## config.mk

```make
export PLATFORM = sky130hd
export DESIGN_NAME = data_cache_controller
export DESIGN_NICKNAME = d
export VERILOG_FILES = /design/src/rtl/data_cache_controller.sv
export SDC_FILE = /design/constraint.sdc
export NUM_CORES = 1
export LEC_CHECK = 0
export CORE_ASPECT_RATIO = 2
export CORE_UTILIZATION = 40
export DETAILED_ROUTE_END_ITERATION = 16
export MAX_ROUTING_LAYER = met4
export PLACE_DENSITY_LB_ADDON = 0.3
export SYNTH_ARGS = -nofsm -noshare
export SYNTH_HDL_FRONTEND = slang
export SYNTH_SLANG_ARGS = --single-unit
```

## constraint.sdc

```tcl
create_clock -name CLK -period 2.5 [get_ports CLK]
set_input_delay 0.25 -clock CLK [delete_from_list [all_inputs] [get_ports CLK]]
set_output_delay 0.25 -clock CLK [all_outputs]
set_load 0.005 [all_outputs]
```

## src/rtl/data_cache_controller.sv

```systemverilog
// Direct-mapped, write-back, write-allocate data cache between the CPU and data memory.
// Misses are served by 4-byte block write-back/refill transfers handshaked on MEM_BUSYWAIT.
module data_cache_controller #(
  parameter int ADDR_W  = 8,
  parameter int INDEX_W = 3
) (
  input  logic              CLK,
  input  logic              RESET,
  input  logic              READ,
  input  logic              WRITE,
  input  logic [ADDR_W-1:0] ADDRESS,
  input  logic [7:0]        WRITEDATA,
  output logic [7:0]        READDATA,
  output logic              BUSYWAIT,
  output logic              MEM_READ,
  output logic              MEM_WRITE,
  output logic [ADDR_W-3:0] MEM_ADDRESS,
  output logic [31:0]       MEM_WRITEDATA,
  input  logic [31:0]       MEM_READDATA,
  input  logic              MEM_BUSYWAIT
);
  localparam int TAG_W = ADDR_W - INDEX_W - 2;
  localparam int NBLK  = 1 << INDEX_W;

  typedef enum logic [1:0] {IDLE, WRITEBACK, FETCH, UPDATE} state_t;

  state_t             state_q, state_d;
  logic               first_q, first_d;
  logic [NBLK-1:0]    valid_q, valid_d;
  logic [NBLK-1:0]    dirty_q, dirty_d;
  logic [TAG_W-1:0]   tag_q [NBLK];
  logic [TAG_W-1:0]   tag_d [NBLK];
  logic [31:0]        data_q [NBLK];
  logic [31:0]        data_d [NBLK];
  logic [7:0]         readdata_q, readdata_d;
  logic               mem_read_q, mem_read_d;
  logic               mem_write_q, mem_write_d;
  logic [ADDR_W-3:0]  mem_address_q, mem_address_d;
  logic [31:0]        mem_writedata_q, mem_writedata_d;

  logic [TAG_W-1:0]   addr_tag;
  logic [INDEX_W-1:0] addr_index;
  logic [4:0]         byte_lsb;
  logic               hit;
  logic               req;
  logic               read_hit;
  logic [7:0]         sel_byte;

  assign addr_tag   = ADDRESS[ADDR_W-1 -: TAG_W];
  assign addr_index = ADDRESS[2 +: INDEX_W];
  assign byte_lsb   = {ADDRESS[1:0], 3'b000};
  assign hit        = valid_q[addr_index] && (tag_q[addr_index] == addr_tag);
  assign req        = READ | WRITE;
  assign sel_byte   = data_q[addr_index][byte_lsb +: 8];
  // READ together with WRITE behaves as a store, so it never drives load data.
  assign read_hit   = (state_q == IDLE) && READ && !WRITE && hit;

  // Gated by RESET so a request held through reset does not stall the CPU.
  assign BUSYWAIT      = RESET && req && ((state_q != IDLE) || !hit);
  assign READDATA      = read_hit ? sel_byte : readdata_q;
  assign MEM_READ      = mem_read_q;
  assign MEM_WRITE     = mem_write_q;
  assign MEM_ADDRESS   = mem_address_q;
  assign MEM_WRITEDATA = mem_writedata_q;

  always_comb begin
    state_d         = state_q;
    first_d         = 1'b0;
    valid_d         = valid_q;
    dirty_d         = dirty_q;
    tag_d           = tag_q;
    data_d          = data_q;
    readdata_d      = readdata_q;
    mem_read_d      = 1'b0;
    mem_write_d     = 1'b0;
    mem_address_d   = '0;
    mem_writedata_d = '0;

    case (state_q)
      IDLE: begin
        if (req && hit) begin
          if (WRITE) begin
            data_d[addr_index][byte_lsb +: 8] = WRITEDATA;
            dirty_d[addr_index]               = 1'b1;
          end else begin
            readdata_d = sel_byte;
          end
        end else if (req) begin
          state_d = dirty_q[addr_index] ? WRITEBACK : FETCH;
          first_d = 1'b1;
        end
      end
      // The memory only raises MEM_BUSYWAIT a cycle after the request, so the
      // first cycle of each transfer must not be taken as completion.
      WRITEBACK: begin
        if (!first_q && !MEM_BUSYWAIT) begin
          state_d = FETCH;
          first_d = 1'b1;
        end
      end
      FETCH: begin
        if (!first_q && !MEM_BUSYWAIT) begin
          state_d = UPDATE;
        end
      end
      UPDATE: begin
        data_d[addr_index]  = MEM_READDATA;
        tag_d[addr_index]   = addr_tag;
        valid_d[addr_index] = 1'b1;
        dirty_d[addr_index] = 1'b0;
        state_d             = IDLE;
      end
      default: state_d = IDLE;
    endcase

    case (state_d)
      WRITEBACK: begin
        mem_write_d     = 1'b1;
        mem_address_d   = {tag_q[addr_index], addr_index};
        mem_writedata_d = data_q[addr_index];
      end
      FETCH: begin
        mem_read_d    = 1'b1;
        mem_address_d = ADDRESS[ADDR_W-1:2];
      end
      default: begin
        mem_read_d  = 1'b0;
        mem_write_d = 1'b0;
      end
    endcase
  end

  always_ff @(posedge CLK or negedge RESET) begin
    if (!RESET) begin
      state_q         <= IDLE;
      first_q         <= 1'b0;
      valid_q         <= '0;
      dirty_q         <= '0;
      for (int i = 0; i < NBLK; i++) begin
        tag_q[i]  <= '0;
        data_q[i] <= '0;
      end
      readdata_q      <= '0;
      mem_read_q      <= 1'b0;
      mem_write_q     <= 1'b0;
      mem_address_q   <= '0;
      mem_writedata_q <= '0;
    end else begin
      state_q         <= state_d;
      first_q         <= first_d;
      valid_q         <= valid_d;
      dirty_q         <= dirty_d;
      tag_q           <= tag_d;
      data_q          <= data_d;
      readdata_q      <= readdata_d;
      mem_read_q      <= mem_read_d;
      mem_write_q     <= mem_write_d;
      mem_address_q   <= mem_address_d;
      mem_writedata_q <= mem_writedata_d;
    end
  end

endmodule
```

==> results.yml <==
timing:
  slew_headroom_pct: 8.43
  setup_slack_ns: -0.635
  finalHoldViolCount: 0
  setup_tns_ns: -125.44
  post-route-period-util_pct: 125
  rsz0062_at_grt: "yes"
  fmax_mhz: 319
  setup_viol: 313
  slew_viol_final: 0
  period_minus_slack_ns: 3.14
  finClkSkew_ns: 0.0255
  tightest_slew_ns: 1.37
worst_setup_path:
  startpoint_type: "register"
  r2r_start: "valid_q[6]$_DFFE_PN0P_"
  worstSetupPathType: "reg2out"
  reg2regPathDepth: 13
  cp_cell_sequence: "mux2i_1 > o22ai_2 > o21a_1 > or2_4 > nor3_4 > nand4b_1 > buf_12 > buf_6 > mux2_4 > buf_6"
  critical_path.endpoint_type: "primary output"
  rr_endpoint: "data_q[220]$_DFFE_PN0P_"
  worstPathMaxFanout: 5
  crit_required_ns: 2.25
  r2r_slack_ns: -0.54
  cp_slowest_cell: "dfrtp_1"
  crit_top_cell: "buf_6"
  cpPeakStageDelay_ns: 0.38
  cp.arrival_ns: 2.89
drt:
  dr.first_iter.drc_count: 2736
  route.detailed.drc: 0
  wl_per_cell_um: 31.5
  antenna_left: 0
  vias_per_cell: 6.92
  vias: 22600
  routed_wl_um: 103000
  dr.pass1.iters: 5
die:
  die_w_um: 159
  io_pins: 102
  start_util_pct: 40.5
  rows: 114
  dieArea_um2: 49900
  die_h_um: 315
  core-area_um2: 48400
placement:
  portBuffers: 101
  place_area_um2: 24900
  place.gp.congestion: 0.993
  dp_slack_ns: -0.892
  dp_hpwl_um: 63200
cells_and_area:
  fin_nets: 2660
  fin_area_um2: 30600
  final_common_cell: "buf_4"
  drive_gt1_share_pct: 43.0
  final_cell_mix: "366 x buf_4, 347 x dfrtp_1, 304 x nor2_1"
  syn_to_final_growth_pct: 56.0
hold_path:
  hold_path_depth: 3
  holdPathEnd: "MEM_ADDRESS[0]$_DFF_PN0_"
  hp-class: "in2reg"
  hp-start: "ADDRESS[2]"
yosys:
  synthArstFlopShare_pct: 100
  ys.flop_type: "dfrtp_1"
  synth_top_area_cell: "dfrtp_1"
  synth_edf_count: 0
  synth_fp_nets: 2192
  synthCells: 2131
  synth_top_area_share_pct: 44.3
  yosysUniqueCellTypes: 60
  syn_area_per_cell_um2: 9.20
  syn_area_um2: 19600
  synth-seq-area-share_pct: 44.3
  yosys_warnings: 0
  netlist_top_cells_area: "dfrtp_1 44%, o221ai_1 8.8%, nor2_1 6.3%"
  synth_seq_cells: 347
cts:
  cts_max_level: 2
  clkSinkCount: 347
  cts.clk_slew.worst_paths_ns: 0.07
  root_buffer: "clkbuf_16"
  worstSkewPairLatency_ns: 0.56
  cts_tree: "built"
  cts_buffers: 35
  clock_path_buffers: 3
global_routing:
  grt_max_degree: 156
  gr-total-overflow: 0
  grt_pass1_wl_um: 147000
  track_usage_pct: 42.0
  grt_pass1_vias: 23000
  antenna_found_initial: 7
power:
  power_density_nw_per_um2: 733
  peakVddDrop_v: 0.000452
  leakagePower_nw: 12.5
  total_power_w: 0.0224
flow_run:
  drv_cap: 0
run_status:
  status: "finished, violations left"
  violations: "setup timing"
## how the worst max path moves through the flow
| stage | start | to | slack [ns] |
|---|---|---|---|
| final | tag_q[12]$_DFFE_PN0P_ | READDATA[4] | -0.64 |
| after global routing | tag_q[12]$_DFFE_PN0P_ | READDATA[4] | -0.71 |
| after CTS | tag_q[12]$_DFFE_PN0P_ | READDATA[4] | -0.55 |
| after detailed placement | ADDRESS[2] | READDATA[5] | -0.89 |
| after global placement | ADDRESS[2] | READDATA[5] | -0.95 |
| after floorplan | ADDRESS[4] | data_q[214]$_DFFE_PN0P_ | -0.04 |
## sequential cells by signal, indices dropped and copies added, names as in the netlist, named ones only
| name | cells |
|---|---|
| MEM_ADDRESS | 6 |
| MEM_READ | 1 |
| MEM_WRITE | 1 |
| MEM_WRITEDATA | 32 |
| data_q | 256 |
| first_q | 1 |
| readdata_q | 8 |
| state_q | 2 |
| tag_q | 24 |
| valid_q | 8 |
## where the power goes
part           internal [W]  switching [W]
registers           0.00629       0.000528
logic               0.00458        0.00523
clock network       0.00322        0.00256
total                0.0141        0.00832
## area by class of cell
type	instances	area [um2]
well taps	638	798
inverters	12	48.8
fillers	3667	17800
multi-input cells	1564	13100
flip-flops and latches	347	8680
repair buffers	639	6740
clock inverters	22	284
diodes	7	17.5
clock buffers	42	922
## cell usage after synthesis, types with 3 or more instances
library cell and number:
o221a_2 48, and2_1 34, a32o_1 4, o22a_1 3, inv_1 11, mux2_2 40
nor4b_1 3, a311o_1 8, nor3_1 8, a21oi_1 185, a211o_1 25, a21boi_0 3
buf_1 13, o21ai_0 203, nor2_1 328, clkbuf_1 149, nor2b_1 6, nor2_2 13
a222oi_1 3, a22oi_1 21, nand2_1 140, a21oi_2 8, o22ai_1 16, o21a_1 3
a221oi_1 26, dfrtp_1 347, nand2b_1 8, and3_1 5, nand3_1 3, a221o_1 4
mux4_2 19, o221ai_1 198, a22o_1 8, o2bb2ai_1 8, o31ai_1 10, ha_1 8
a31oi_1 34, mux2i_1 50, or2_2 8, buf_2 40, and2_0 3, buf_4 6
a211oi_1 52
## cells by family after synthesis
group	share of synthesized area [%]
flops	44.3
mux	7.04
compound gates	31.4
simple gates	12.1
fa+ha+maj	0.511
buf+inv	4.58
## per-stage QoR
| stage | utilization (%) | hold slack [ns] | instances |
|---|---|---|---|
| 5_1_grt | 63.2 | 0.262 | 3270 |
| 3_3_place_gp | 51.5 | 0.361 | 3098 |
| 2_1_floorplan | - | -0.0456 | 2131 |
| 6_report | 63.2 | 0.257 | 3271 |
| 3_5_place_dp | 51.5 | 0.364 | 3098 |
| 4_1_cts | 60.1 | 0.244 | 3247 |
## worst max-delay path: cells and delay by family, from the launching register on
kind / cells / cell delay [ns]
and+or+nand+nor: 3 / 0.66
muxes: 2 / 0.51
buffers and inverters: 3 / 0.43
DFF: 1 / 0.38
AOI/OAI and AO/OA: 2 / 0.35
## routing by layer
metal / vias up / share of wire, % / global-route usage [%]
met1: 10900 / 32 / 44.5
met2: 1829 / 46 / 64.5
met5: - / 0 / -
met4: 0 / 11 / 36.9
met3: 766 / 11 / 10.5
li1: 9125 / - / -
## timing repair
item / in CTS / in global routing
setup endpoints to repair: 304 / 321
buffers inserted: 59 / 34
cloned: 25 / 4
hold buffers: 1 / 0
pin swaps: 87 / 81
endpoints found under the hold margin: 113 / 0
gates resized for setup: 412 / 259
(Power assumes the default switching activity.)
